==> src/rtl/dual_mode_buffer.sv <==
// ---------------------------------------------------------------------------
// dual_mode_buffer
//
// Circular buffer of DEPTH entries that serves pops either oldest-first
// (FIFO, mode 00) or newest-first (LIFO, mode 01). Modes 10/11 freeze the
// buffer. Pop data is registered: it appears on dout one cycle after the
// POP edge, marked by a single-cycle dout_valid pulse. Status flags are
// registered from the post-edge occupancy.
//
// Optional feature: define DUAL_MODE_BUFFER_ERR_FLAGS_EN to add the sticky
// overflow (rejected PUSH) and underflow (rejected POP) outputs.
//
// Ports
//   clk          : single clock, rising edge
//   reset        : synchronous, active-high
//   din          : push data
//   mode         : 00 FIFO, 01 LIFO, 10/11 hold
//   opcode       : 00 idle, 01 PUSH, 10 POP, 11 PUSH_POP
//   dout         : registered pop data, holds last value
//   dout_valid   : one-cycle pulse when dout was updated
//   full / empty : count == DEPTH / count == 0
//   almost_full  : count >= AF_LEVEL
//   almost_empty : count <= AE_LEVEL
//   overflow     : sticky, rejected PUSH seen (macro only)
//   underflow    : sticky, rejected POP seen (macro only)
//   count        : current occupancy
// ---------------------------------------------------------------------------
module dual_mode_buffer #(
    parameter int DATA_WIDTH = 32,
    parameter int DEPTH      = 4,
    parameter int AF_LEVEL   = DEPTH - 1,
    parameter int AE_LEVEL   = 1
) (
    input  logic                         clk,
    input  logic                         reset,
    input  logic [DATA_WIDTH-1:0]        din,
    input  logic [1:0]                   mode,
    input  logic [1:0]                   opcode,
    output logic [DATA_WIDTH-1:0]        dout,
    output logic                         dout_valid,
    output logic                         full,
    output logic                         empty,
    output logic                         almost_full,
    output logic                         almost_empty,
`ifdef DUAL_MODE_BUFFER_ERR_FLAGS_EN
    output logic                         overflow,
    output logic                         underflow,
`endif
    output logic [$clog2(DEPTH+1)-1:0]   count
);

    localparam int PW = $clog2(DEPTH);
    localparam int CW = $clog2(DEPTH + 1);

    localparam logic [CW-1:0] CNT_FULL = CW'(DEPTH);
    localparam logic [CW-1:0] CNT_AF   = CW'(AF_LEVEL);
    localparam logic [CW-1:0] CNT_AE   = CW'(AE_LEVEL);
    localparam logic [PW-1:0] PTR_LAST = PW'(DEPTH - 1);

    localparam logic [1:0] MODE_FIFO   = 2'b00;
    localparam logic [1:0] MODE_LIFO   = 2'b01;
    localparam logic [1:0] OP_PUSH     = 2'b01;
    localparam logic [1:0] OP_POP      = 2'b10;
    localparam logic [1:0] OP_PUSH_POP = 2'b11;

    logic [DATA_WIDTH-1:0] mem [DEPTH];
    logic [PW-1:0]         wr_ptr, rd_ptr, wr_ptr_nxt, rd_ptr_nxt;
    logic [CW-1:0]         count_nxt;
    logic [DATA_WIDTH-1:0] pop_data;
    logic                  do_write, do_pop, bypass;
    logic                  push_rej, pop_rej;

    // Explicit compare against DEPTH-1 so non-power-of-two depths wrap too.
    function automatic logic [PW-1:0] ptr_inc(input logic [PW-1:0] p);
        return (p == PTR_LAST) ? '0 : p + 1'b1;
    endfunction

    function automatic logic [PW-1:0] ptr_dec(input logic [PW-1:0] p);
        return (p == '0) ? PTR_LAST : p - 1'b1;
    endfunction

    always_comb begin
        // NOTE: every output of this block gets a default first, so no path
        // leaves a value unassigned and no latch is inferred.
        wr_ptr_nxt = wr_ptr;
        rd_ptr_nxt = rd_ptr;
        count_nxt  = count;
        pop_data   = mem[rd_ptr];
        do_write   = 1'b0;
        do_pop     = 1'b0;
        bypass     = 1'b0;
        push_rej   = 1'b0;
        pop_rej    = 1'b0;

        if (mode == MODE_FIFO || mode == MODE_LIFO) begin
            case (opcode)
                OP_PUSH: begin
                    if (full) begin
                        push_rej = 1'b1;
                    end else begin
                        do_write   = 1'b1;
                        wr_ptr_nxt = ptr_inc(wr_ptr);
                        count_nxt  = count + 1'b1;
                    end
                end
                OP_POP: begin
                    if (empty) begin
                        pop_rej = 1'b1;
                    end else begin
                        do_pop    = 1'b1;
                        count_nxt = count - 1'b1;
                        if (mode == MODE_LIFO) begin
                            // Newest entry sits just behind the write pointer.
                            pop_data   = mem[ptr_dec(wr_ptr)];
                            wr_ptr_nxt = ptr_dec(wr_ptr);
                        end else begin
                            rd_ptr_nxt = ptr_inc(rd_ptr);
                        end
                    end
                end
                OP_PUSH_POP: begin
                    if (mode == MODE_LIFO) begin
                        // Push-then-pop of the same word: forward din, touch nothing.
                        bypass = 1'b1;
                    end else begin
                        // Legal when full: the slot being read is the one overwritten,
                        // and the read sees the pre-edge contents.
                        do_write   = 1'b1;
                        wr_ptr_nxt = ptr_inc(wr_ptr);
                        if (empty) begin
                            count_nxt = count + 1'b1;
                        end else begin
                            do_pop     = 1'b1;
                            rd_ptr_nxt = ptr_inc(rd_ptr);
                        end
                    end
                end
                default: ;
            endcase
        end
    end

    // NOTE: storage has no reset; stale words are unreachable because the
    // pointers and count are cleared, and leaving it unreset keeps it a
    // plain RAM.
    always_ff @(posedge clk) begin
        if (do_write && !reset) begin
            mem[wr_ptr] <= din;
        end
    end

    always_ff @(posedge clk) begin
        // NOTE: non-blocking assignments for all registered state, so every
        // register samples pre-edge values regardless of statement order.
        if (reset) begin
            wr_ptr       <= '0;
            rd_ptr       <= '0;
            count        <= '0;
            full         <= 1'b0;
            empty        <= 1'b1;
            almost_full  <= (AF_LEVEL <= 0);
            almost_empty <= 1'b1;
            dout         <= '0;
            dout_valid   <= 1'b0;
`ifdef DUAL_MODE_BUFFER_ERR_FLAGS_EN
            overflow     <= 1'b0;
            underflow    <= 1'b0;
`endif
        end else begin
            wr_ptr       <= wr_ptr_nxt;
            rd_ptr       <= rd_ptr_nxt;
            count        <= count_nxt;
            full         <= (count_nxt == CNT_FULL);
            empty        <= (count_nxt == '0);
            almost_full  <= (count_nxt >= CNT_AF);
            almost_empty <= (count_nxt <= CNT_AE);
            dout_valid   <= do_pop | bypass;
            if (bypass) begin
                dout <= din;
            end else if (do_pop) begin
                dout <= pop_data;
            end
`ifdef DUAL_MODE_BUFFER_ERR_FLAGS_EN
            if (push_rej) overflow  <= 1'b1;
            if (pop_rej)  underflow <= 1'b1;
`endif
        end
    end

`ifndef DUAL_MODE_BUFFER_ERR_FLAGS_EN
    // Rejection strobes only feed the optional error flags.
    logic unused_rej;
    assign unused_rej = push_rej | pop_rej;
`endif

endmodule
==> config.mk <==
export PLATFORM = sky130hd
export DESIGN_NAME = dual_mode_buffer
export DESIGN_NICKNAME = d
export VERILOG_FILES = /design/src/rtl/dual_mode_buffer.sv
export SDC_FILE = /design/constraint.sdc
export NUM_CORES = 1
export LEC_CHECK = 0
export CAP_MARGIN = 10
export CORE_ASPECT_RATIO = 2
export CORE_UTILIZATION = 55
export CTS_CLUSTER_DIAMETER = 150
export DETAILED_ROUTE_END_ITERATION = 10
export PLACE_DENSITY = 0.77
export SLEW_MARGIN = 25
export SYNTH_ARGS = -nofsm -noshare
export SYNTH_HDL_FRONTEND = slang
export SYNTH_SLANG_ARGS = --single-unit
==> constraint.sdc <==
create_clock -name clk -period 2.9 [get_ports clk]
set_input_delay 0.58 -clock clk [delete_from_list [all_inputs] [get_ports clk]]
set_output_delay 0.58 -clock clk [all_outputs]
set_load 0.05 [all_outputs]
# Word level (Yosys, flattened, before mapping)
# Memory sizes are Yosys's and may differ from the RTL's. A register that Yosys moved wholly into a read port is not among the register bits.
# Index checks and enable logic that the tools add are counted.
op_classes:
  n_addsub: 5
  n_lt_le_gt_ge: 2
  n_reduce_logical: 11
  n_mul: 0
  mux: 40
  shift: 0
  bitwise_logic: 1
  n_eq_ne: 13
  n_div: 0
ops:
  columns: ["op", "count"]
  rows:
  - ["32-bit two-way mux", 6]
  - ["2-bit two-way mux", 13]
  - ["3-bit two-way mux", 5]
  - ["2-bit inequality test, second input constant", 6]
  - ["6-bit AND reduction", 2]
  - ["1-bit two-way mux", 11]
  - ["3-bit case mux with 3 select lines", 1]
  - ["2-bit equality test, second input constant", 4]
  - ["2-bit case mux with 3 select lines", 1]
  - ["2-bit by 1-bit adder with 2-bit output, second input constant", 2]
  - ["2-bit by 1-bit equality test with 1-bit output, second input constant", 2]
  - ["2-bit logical NOT", 2]
  - ["1-bit case mux with 2 select lines", 2]
  - ["2-bit case mux with 2 select lines", 1]
  - ["2-bit nonzero test", 2]
  - ["3-bit by 1-bit adder with 3-bit output, second input constant", 1]
  - ["3-bit equality test, second input constant", 1]
  - ["3-bit by 2-bit greater-or-equal comparator with 1-bit output, second input constant", 1]
  - ["3-bit by 1-bit less-or-equal comparator with 1-bit output, second input constant", 1]
  - ["3-bit logical NOT", 1]
  - ["3-bit nonzero test", 1]
  - ["3-bit by 1-bit subtractor with 3-bit output, second input constant", 1]
  - ["2-bit by 1-bit subtractor with 2-bit output, second input constant", 1]
  - ["1-bit logical AND", 1]
  - ["3 further kinds", 3]
word_totals:
  rom_bits: 0
  out_inout_bits: 40
  latch_bits: 0
  mem_bits_rw: 128
  input_bits: 38
  regBits: 44
  word_cells: 82
  mem_count: 1
memory_table:
  columns: ["name", "depth", "word_bits", "rd", "rd_ports_with_merged_regs", "wr", "line", "rtl"]
  rows:
  - ["mem", 4, 32, 2, 1, 1, "66", "logic [DATA_WIDTH-1:0] mem [DEPTH];"]

# Longest topological paths before layout
# Gate-level depths: netlist (run 1).
# An unclocked memory read counts as a cell.
logic_depth:
  ltp_word: 9
  ltp_mapped: 8
  mapped_depth_nobuf: 7

# Worst setup path before layout (run 1)
# OpenSTA, ideal clock, no wires.
synth_path:
  path_kind: "input port to flip-flop"
  from: "input port opcode[1]"
  to: "memory mem[3][0], enable pin"
  path_buffers: 1
  t_arrival_ns: 1.915
  setup_ns: 0.392
  slack_ns: 0.593
  required_time_ns: 2.508
  path_stages: 4
  cell_sequence: "buf_2 > mux2i_1 > and3_1 > and2_1"
synth_via:
  elab_chain_cells: 6
  word_cells_on_any_way: 7
  cone_classes: "2 x eq/ne; 4 x mux; 1 x reduce/logical"
synth_rtl:
  columns: ["element", "line", "rtl"]
  rows:
  - ["start: declaration", "38", "input logic [1:0] opcode,"]
  - ["2-bit equality test or 2-bit by 1-bit equality test with 1-bit output (tied branches)", "96", "case (opcode)"]
  - ["1-bit case mux with 2 select lines *", "96", null]
  - ["1-bit two-way mux *", "95", "if (mode == MODE_FIFO || mode == MODE_LIFO) begin"]
  - ["1-bit logical AND *", "147", "if (do_write && !reset) begin"]
  - ["1-bit two-way mux *", "147", null]
  - ["1-bit two-way mux (implied by the code) *", "148", "mem[wr_ptr] <= din;"]
  - ["end: declaration", "66", null]
# Every way passes the cells marked *; elsewhere a longest branch is shown, timed or not.

# Worst setup path in the final report (run 1)
layout_path:
  from: "register empty"
  to: "output port empty"
layout_lines:
  columns: ["element", "line", "rtl"]
  rows:
  - ["start: declaration", "42", "output logic empty,"]
  - ["start signal: assignment", "174", "empty <= (count_nxt == '0);"]
# No word-level cell between the ends.

==> impl_metrics.json, run 1 <==
{
  "status": "finished, final reports clean",
  "grt_first_pass_wirelength_um": 27300,
  "wl_um": 16900,
  "pwr-share-seq_pct": 48.7,
  "cts_tree": "yes",
  "design.portCount": 78,
  "root_buffer": "clkbuf_16",
  "cp_slowest_cell": "clkdlybuf4s50_1",
  "p_total_mw": 5.69,
  "htree_levels": 4,
  "drive_above_1_share_pct": 23.3,
  "globalplace.congestion": 0.802,
  "cp_top_family": "buffers and inverters",
  "cp-start-kind": "flop",
  "end_kind": "output pin",
  "setup_tns_ns": 0,
  "grt_usage_pct": 25.4,
  "rows": 60,
  "postPlaceCellArea_um2": 8850,
  "layout.nets": 586,
  "cts_setup_buffers": 0,
  "cts_resized": 0,
  "clockPowerShare_pct": 39.8,
  "grt_start_max_net_pins": 36,
  "setup_viol": 0,
  "postCtsHoldBufs": 0,
  "fmax_ghz": 0.415,
  "drtPass1Iterations": 5,
  "antenna_found_initial": 0,
  "r2r_start": "wr_ptr[1]",
  "syn_avg_cell_area_um2": 16.9,
  "detail-route-antenna-nets": 0,
  "clk_path_buf_depth": 2,
  "initial_utilization_pct": 56.8,
  "min_period_ns": 2.41,
  "netlist_area_um2": 7710,
  "cp.required_ns": 2.32,
  "holdWs_ns": 0.496,
  "power_frac_comb_pct": 11.5,
  "min_from": "dout[13]",
  "grt-ovfl-total": 0,
  "hold_path.class": "reg2reg",
  "path_cells": "clkdlybuf4s50_1",
  "antenna_cells": 0,
  "clock-sinks": 174,
  "drc": 0,
  "r2r_slack_ns": 0.88,
  "cp_max_fo": 9,
  "cts_buffers": 17,
  "synth_ff_type": "edfxtp_1",
  "fin_skew_ns": 0.0135,
  "intPower_mw": 4.26,
  "setup_slack_ns": 0.488,
  "crit_buf_inv": 1,
  "clkLatencyLatePin_ns": 0.43,
  "maxSlewViolCount": 0,
  "dp_hpwl_um": 10800,
  "hold_violations": 0,
  "cap_violations": 0,
  "preCtsSetupSlack_ns": 0.293,
  "routedWlPerCell_um": 22.9,
  "grt_pass1_vias": 4976,
  "vias": 4697,
  "power_density_nw_per_um2": 602,
  "min_to": "dout[13]",
  "async_flop_share_pct": 0,
  "critical_path_arrival_ns": 1.83,
  "reg2reg_to": "dout[26]",
  "drtIter0Drc": 336,
  "hold_depth": 2,
  "synth_edf_count": 128,
  "ys_top_cells_by_area": "edfxtp_1 (50%), mux4_2 (19%), dfxtp_1 (12%)",
  "synth_seq_cells": 174,
  "sw_frac_of_total_pct": 25.2,
  "dieWidth_um": 85.7,
  "crit_type": "reg2out",
  "ys_seq_area_share_pct": 61.8,
  "io_buffers": 77,
  "clk_pin_slew_ns": 0.07,
  "slew_headroom_pct": 52.9,
  "coreArea_um2": 13600,
  "synth_top_area_share_pct": 49.8,
  "cp_slowest_stage_delay_ns": 0.88,
  "synth_cell_type_count": 47,
  "leakagePower_nw": 2.98,
  "synth_top_area_cell": "edfxtp_1",
  "post_drt_via_cell_ratio": 6.35,
  "syn_nets": 502,
  "worst_slew_pin_slew_ns": 0.707,
  "die-area_um2": 14500,
  "net-switching-power_mw": 1.43,
  "final_cell_area_um2": 9450,
  "area_delta_synth_final_pct": 22.5,
  "min_period_over_period_pct": 83.2,
  "yosysWarnings": 0,
  "synthCells": 457,
  "r2r_cells": 6,
  "ir_worst_vdd_mv": 0.544,
  "rsz0062_at_grt": "false",
  "dieHeight_um": 169
}
-- registers in the layout (all words and copies together), names as in the netlist, 2 cells and up, named ones only --
name and count:
mem 128, rd_ptr 2, count 3, dout 32, wr_ptr 2
-- Yosys cell counts (2+ instances only) --
| library cell | instances |
|---|---|
| nand3b_1 | 2 |
| and2_1 | 4 |
| nor2_1 | 15 |
| nor2b_1 | 4 |
| nand3_1 | 3 |
| buf_4 | 3 |
| buf_6 | 3 |
| a22oi_1 | 31 |
| o21bai_1 | 3 |
| clkbuf_1 | 12 |
| a21o_1 | 2 |
| inv_1 | 4 |
| mux2i_1 | 34 |
| o21ai_1 | 30 |
| nand2b_1 | 3 |
| nor3_1 | 2 |
| a21oi_1 | 6 |
| and3_1 | 2 |
| mux4_2 | 64 |
| ha_1 | 7 |
| edfxtp_1 | 128 |
| a31oi_1 | 3 |
| nand2_1 | 8 |
| dfxtp_1 | 46 |
| buf_2 | 15 |
| a222oi_1 | 2 |
-- worst min-delay path, stage by stage (launching register included) --
cell     delay (ns)
dfxtp_1        0.33
a22oi_1        0.07
o21ai_1        0.06
-- cell type report --
class                      count  area (um^2)
timing repair buffer          98         1070
tap                          186          233
sequential                   174         4770
fill                         908         4140
multi-input combinational    246         2770
clock inverter                15          168
clock buffer                  17          425
inverter                       4         15.0
-- kinds of logic after synthesis --
logic type / Yosys count / synth area share (%)
AO/OA/AOI/OAI: 86 / 7.30
flip-flops: 174 / 61.8
adder cells (fa/ha/maj): 7 / 1.14
multiplexers: 98 / 23.1
AND/OR/NAND/NOR: 53 / 3.97
XOR/XNOR: 2 / 0.227
buffers and inverters: 37 / 2.48
-- routing by layer --
layer  share of wire, %  track usage (%)  routed length, um  up-vias
met3                5.8             4.77                980       25
met2                 57             45.3               9640      199
met1                 35             30.7               5980     2427
met4                2.0             8.84                341        0
met5                  0                0                  0        -
li1                   -                -                  -     2046
-- worst max path at each step --
stage / startpoint / endpoint / slack (ns) / depth (start not counted)
floorplan: opcode[1] / mem[3][0] / 0.59 / 4
global placement: opcode[1] / mem[2][18] / 0.31 / 5
detailed placement: opcode[1] / mem[2][18] / 0.29 / 5
CTS: empty / empty / 0.48 / 1
global route: empty / empty / 0.42 / 1
finish: empty / empty / 0.49 / 1
-- through the flow --
| step | utilization, % | std cells |
|---|---|---|
| final | 69.5 | 740 |
| after global routing | 69.5 | 740 |
| after CTS | 69.5 | 740 |
| after detailed placement | 65.2 | 708 |
| after floorplan | - | 457 |
| after global placement | 65.2 | 708 |
-- power groups by stage --
| stage | registers [mW] | logic (mW) | clock network (mW) |
|---|---|---|---|
| after floorplan | 2.90 | 0.343 | 0 |
| after global placement | 2.82 | 0.643 | 0 |
| after detailed placement | 2.82 | 0.658 | 0 |
| after CTS | 2.77 | 0.659 | 2.30 |
| after global routing | 2.78 | 0.699 | 2.39 |
| final | 2.77 | 0.655 | 2.26 |
-- placed cells by master, fill, tap and decap left out, drive strengths merged, types with 2 or more instances in the layout --
cell	netlist	layout
o21bai	3	3
inv	4	13
buf	21	21
a22oi	31	31
clkinv	0	5
dfxtp	46	46
and3	2	2
nand3	3	3
nand2b	5	5
mux2i	34	34
ha	7	7
mux4	64	64
nor4	2	2
o21ai	31	31
a21o	2	2
a21oi	6	6
nand3b	2	2
nor2	16	16
nor3	3	3
edfxtp	128	128
nand2	8	8
a222oi	2	2
clkbuf	12	17
clkdlybuf4s50	0	77
nor2b	4	4
and2	4	4
a31oi	3	3
No activity file was read; power rests on OpenSTA's default activity.
==> run 2, diff against run 1 <==
- CORE_UTILIZATION: 55 -> 51
- PLACE_DENSITY: 0.77 -> 0.76
- clock period: 2.9 -> 2 ns (I/O delays scaled with it)
==> run 2 against run 1 <==
  * Cell area increased by 2.8%
  * Combinational power increased by 51%
  * Register-to-register slack got worse by 0.73 ns
  * Clock-buffer cell count unchanged
  * Sequential power increased by 45%
  * Non-clock buffer count increased by 26
  * Clock skew decreased by 0.0040 ns
  * Routed wire length increased by 4.2%
  * Critical path depth unchanged
  * Hold slack got worse by 0.0056 ns
  * Flip-flop and latch count unchanged
  * Critical path type unchanged
  * Critical endpoint is now dout[21]
  * Largest cell class unchanged
==> impl_metrics.json, run 2 (same netlist as run 1, synthesis figures left out) <==
{
  "status": "finished, final reports clean",
  "rows": 63,
  "drive_above_1_share_pct": 27.9,
  "design.portCount": 78,
  "final_cell_mix": "edfxtp_1 (128), mux4_2 (64), dfxtp_1 (43)",
  "crit_buf_inv": 1,
  "grt-ovfl-total": 0,
  "cp_top_family": "buffers and inverters",
  "post_drt_via_cell_ratio": 6.19,
  "area_delta_synth_final_pct": 25.9,
  "vias": 4800,
  "coreArea_um2": 14800,
  "cts_tree": "yes",
  "power_density_nw_per_um2": 863,
  "htree_levels": 4,
  "ir_worst_vdd_mv": 0.628,
  "worst_slew_pin_slew_ns": 0.607,
  "cp_slowest_cell": "clkdlybuf4s50_1",
  "hold_path.class": "reg2reg",
  "hold_violations": 0,
  "dieHeight_um": 176,
  "slew_headroom_pct": 59.4,
  "critical_path_arrival_ns": 1.58,
  "detail-route-antenna-nets": 0,
  "top_regs": "mem: 128 flops, dout: 32 flops, count: 3 flops",
  "clkLatencyLatePin_ns": 0.43,
  "grt_pass1_vias": 5105,
  "largest_register": "mem",
  "fin_skew_ns": 0.00957,
  "setup_viol": 0,
  "clk_path_buf_depth": 2,
  "drc": 0,
  "min_period_over_period_pct": 98.8,
  "dp_hpwl_um": 11700,
  "crit_type": "reg2out",
  "fmax_ghz": 0.506,
  "cp_slowest_stage_delay_ns": 0.80,
  "r2r_slack_ns": 0.15,
  "path_cells": "clkdlybuf4s50_1",
  "cp-start-kind": "flop",
  "globalplace.congestion": 0.776,
  "root_buffer": "clkbuf_16",
  "routedWlPerCell_um": 22.8,
  "cap_violations": 0,
  "preCtsSetupSlack_ns": -0.315,
  "cts_buffers": 17,
  "drtPass1Iterations": 7,
  "maxSlewViolCount": 0,
  "die-area_um2": 15600,
  "rsz0062_at_grt": "false",
  "wl_um": 17600,
  "setup_tns_ns": 0,
  "final_common_cell": "edfxtp_1",
  "leakagePower_nw": 3.47,
  "dieWidth_um": 89.0,
  "fill_cells": 1076,
  "antenna_cells": 0,
  "drtIter0Drc": 297,
  "cts_setup_buffers": 0,
  "clock-sinks": 174,
  "largest_reg_flops": 128,
  "postCtsHoldBufs": 0,
  "cp.required_ns": 1.60,
  "io_buffers": 77,
  "min_period_ns": 1.98,
  "setup_slack_ns": 0.0232,
  "end_kind": "output pin",
  "grt_usage_pct": 24.5,
  "grt_first_pass_wirelength_um": 27500,
  "clk_pin_slew_ns": 0.07,
  "cp_max_fo": 2,
  "initial_utilization_pct": 52.0,
  "antenna_found_initial": 0,
  "layout.nets": 612,
  "grt_start_max_net_pins": 31
}
run 2: per-layer routing:
layer	wire length [um]	vias to the layer above	track usage, %
met1	6480	2494	28.0
met5	0	-	0
met2	9810	157	43.0
met3	752	48	4.46
met4	607	0	12.2
li1	-	2101	-
run 2: cell type report:
| class | count | area [um^2] | area share [%] |
|---|---|---|---|
| Tap cell | 195 | 244 | 2.51 |
| Multi-Input combinational cell | 246 | 2770 | 28.5 |
| Inverter | 4 | 15.0 | 0.155 |
| Timing Repair Buffer | 124 | 1310 | 13.5 |
| Clock buffer | 17 | 425 | 4.38 |
| Sequential cell | 174 | 4770 | 49.1 |
| Clock inverter | 15 | 176 | 1.82 |
run 2: per-stage QoR:
stage	area (um^2)	instances	hold WS, ns	power, mW	util [%]
4_1_cts	9670	775	0.504	8.43	65.3
3_3_place_gp	9090	743	0.478	5.07	61.3
2_1_floorplan	7720	457	0.492	4.70	-
6_report	9710	775	0.490	8.38	65.5
5_1_grt	9710	775	0.521	8.65	65.5
3_5_place_dp	9090	743	0.487	5.10	61.3
run 2: power by group:
part / switching, mW / internal, mW
combinational: 0.523 / 0.467
sequential: 0.0698 / 3.95
clock: 1.48 / 1.89
total: 2.08 / 6.30
run 2: path summary, 6_finish.rpt:
kind / to / depth (start not counted) / start
max: dout[21] / 1 / dout[21]
max reg2reg: dout[20] / 6 / wr_ptr[0]
min: dout[12] / 2 / dout[12]
min reg2reg: dout[12] / 2 / dout[12]
run 2: what timing repair did:
action	CTS	global route
setup endpoints to repair	14	17
gates resized for setup	14	17
pin swaps	0	0
==> run 3, diff against run 2 <==
- HOLD_SLACK_MARGIN: unset -> 0.12
- RECOVER_POWER: unset -> 50
==> run 3 against run 2 <==
  * Via count shrank 0.54%
  * Clock skew grew 0.00052 ns
  * Hold slack better by 0.0045 ns
  * Non-clock buffer count unchanged
  * Critical endpoint unchanged
  * Clock-buffer cell count unchanged
  * Flip-flop and latch count is the same
  * Fmax hardly changed
  * Largest cell class unchanged
  * Highest routed layer unchanged
  * Routed wire length is 0.32% lower
  * Sequential share of layout area grew 0.88 points
  * Critical path type unchanged
  * Utilization fell by 1.2 points
  * Die area stayed put
  * Register-to-register slack hardly changed
==> impl_metrics.json, run 3 (same netlist as run 1, synthesis figures left out) <==
{
  "antenna_cells": 0,
  "design.portCount": 78,
  "min_period_ns": 1.98,
  "post_drt_via_cell_ratio": 6.16,
  "leakagePower_nw": 3.13,
  "p_total_mw": 8.35,
  "rows": 63,
  "maxSlewViolCount": 0,
  "clock-sinks": 174,
  "clk_path_buf_depth": 2,
  "drive_above_1_share_pct": 26.9,
  "rsz0062_at_grt": "false",
  "critical_path_arrival_ns": 1.58,
  "cts_setup_buffers": 0,
  "postCtsHoldBufs": 0,
  "die-area_um2": 15600,
  "dieHeight_um": 176,
  "finish.utilization_pct": 64.4,
  "end_kind": "output pin",
  "coreArea_um2": 14800,
  "root_buffer": "clkbuf_16",
  "ir_worst_vdd_mv": 0.624,
  "cp-start-kind": "flop",
  "top_layer": "met4",
  "final_common_cell": "edfxtp_1",
  "reg2reg_to": "dout[20]",
  "routedLengthMet1_um": 6380,
  "io_buffers": 77,
  "r2r_cells": 6,
  "drtPass1Iterations": 5,
  "wl_um": 17600,
  "crit_cells": 1,
  "r2r_slack_ns": 0.16,
  "hold_violations": 0,
  "cp_max_fo": 2,
  "grt-ovfl-total": 0,
  "antenna_found_initial": 0,
  "dp_hpwl_um": 11700,
  "cap_violations": 0,
  "clkLatencyLatePin_ns": 0.43,
  "min_from": "dout[12]",
  "htree_levels": 4,
  "vias": 4774,
  "fin_skew_ns": 0.0101,
  "initial_utilization_pct": 52.0,
  "cp.required_ns": 1.60,
  "grt_usage_pct": 24.5,
  "largest_register": "mem",
  "layout.cells.non_filler": 775,
  "top_regs": "mem: 128 flops, dout: 32 flops, count: 3 flops",
  "hold_depth": 2,
  "timing.critical_path.from": "dout[21]",
  "cp_slowest_stage_delay_ns": 0.81,
  "slew_headroom_pct": 59.6,
  "clk_pin_slew_ns": 0.07,
  "grt_first_pass_wirelength_um": 27500,
  "layout.nets": 612,
  "drtIter0Drc": 295,
  "final_cell_mix": "edfxtp_1 (128), mux4_2 (64), dfxtp_1 (43)",
  "drc": 0,
  "dr_wl_met2_um": 9670,
  "cts_tree": "yes",
  "globalplace.congestion": 0.776,
  "r2r_start": "wr_ptr[0]",
  "hold_path.class": "reg2reg",
  "met3_length_um": 915,
  "power_density_nw_per_um2": 875,
  "dp_cells": 743,
  "min_period_over_period_pct": 98.9,
  "grt_start_max_net_pins": 31,
  "cp_slowest_cell": "clkdlybuf4s50_1",
  "area_delta_synth_final_pct": 23.7,
  "dieWidth_um": 89.0,
  "largest_reg_flops": 128,
  "path_cells": "clkdlybuf4s50_1",
  "crit_type": "reg2out",
  "cts_buffers": 17,
  "worst_slew_pin_slew_ns": 0.605,
  "detail-route-antenna-nets": 0,
  "status": "finished, final reports clean",
  "grt_pass1_vias": 5105,
  "routedWlPerCell_um": 22.7,
  "min_to": "dout[12]",
  "fmax_ghz": 0.506,
  "cp_top_family": "buffers and inverters",
  "crit_buf_inv": 1,
  "setup_viol": 0
}
run 3: cell types whose count changed in the layout (fill, tap and decap cells not counted):
cell             previous run  this run
clkbuf_2                    0         2
buf_4                      38        31
nor2_2                      1         0
clkdlybuf4s50_1            42        10
dlygate4sd3_1               0        32
clkbuf_1                    0        21
nand2b_2                    1         2
nand2b_4                    1         0
dlymetal6s2s_1             16         0
nor2_1                     15        16
run 3: area by class of cell:
cell class,instances,area (um^2)
Fill cell,1108,5280
Sequential cell,174,4770
Multi-Input combinational cell,246,2770
Timing Repair Buffer,124,1140
Clock buffer,17,425
Tap cell,195,244
Clock inverter,15,176
Inverter,4,15.0
run 3: what timing repair did:
action                     CTS  global route
gates resized for setup     14            17
gates cloned                 0             0
setup endpoints to repair   14            17
run 3: power by group:
part           switching, mW  internal (mW)
logic                  0.523          0.434
registers             0.0698           3.95
clock network           1.48           1.89
total                   2.07           6.27
run 3: worst max-delay path by stage:
stage / to / slack [ns]
after global placement: dout[29] / -0.28
after floorplan: dout[10] / -0.06
final: dout[21] / 0.02
after global routing: dout[21] / 0.003
after CTS: dout[8] / 0.003
after detailed placement: dout[2] / -0.32
run 3: per-layer routing:
metal,vias up,global-route usage [%]
li1,2100,-
met1,2434,28.0
met2,192,43.0
met3,48,4.46
met4,0,12.2
met5,-,0
run 3: stage by stage:
step / setup TNS (ns) / setup slack, ns / hold slack, ns / instance area (um^2)
after floorplan: -1.25 / -0.0624 / 0.492 / 7720
after global placement: -38.03 / -0.283 / 0.478 / 9090
after detailed placement: -45.53 / -0.315 / 0.487 / 9090
after CTS: 0 / 0.00266 / 0.504 / 9670
after global routing: 0 / 0.00341 / 0.527 / 9540
final: 0 / 0.0230 / 0.495 / 9540
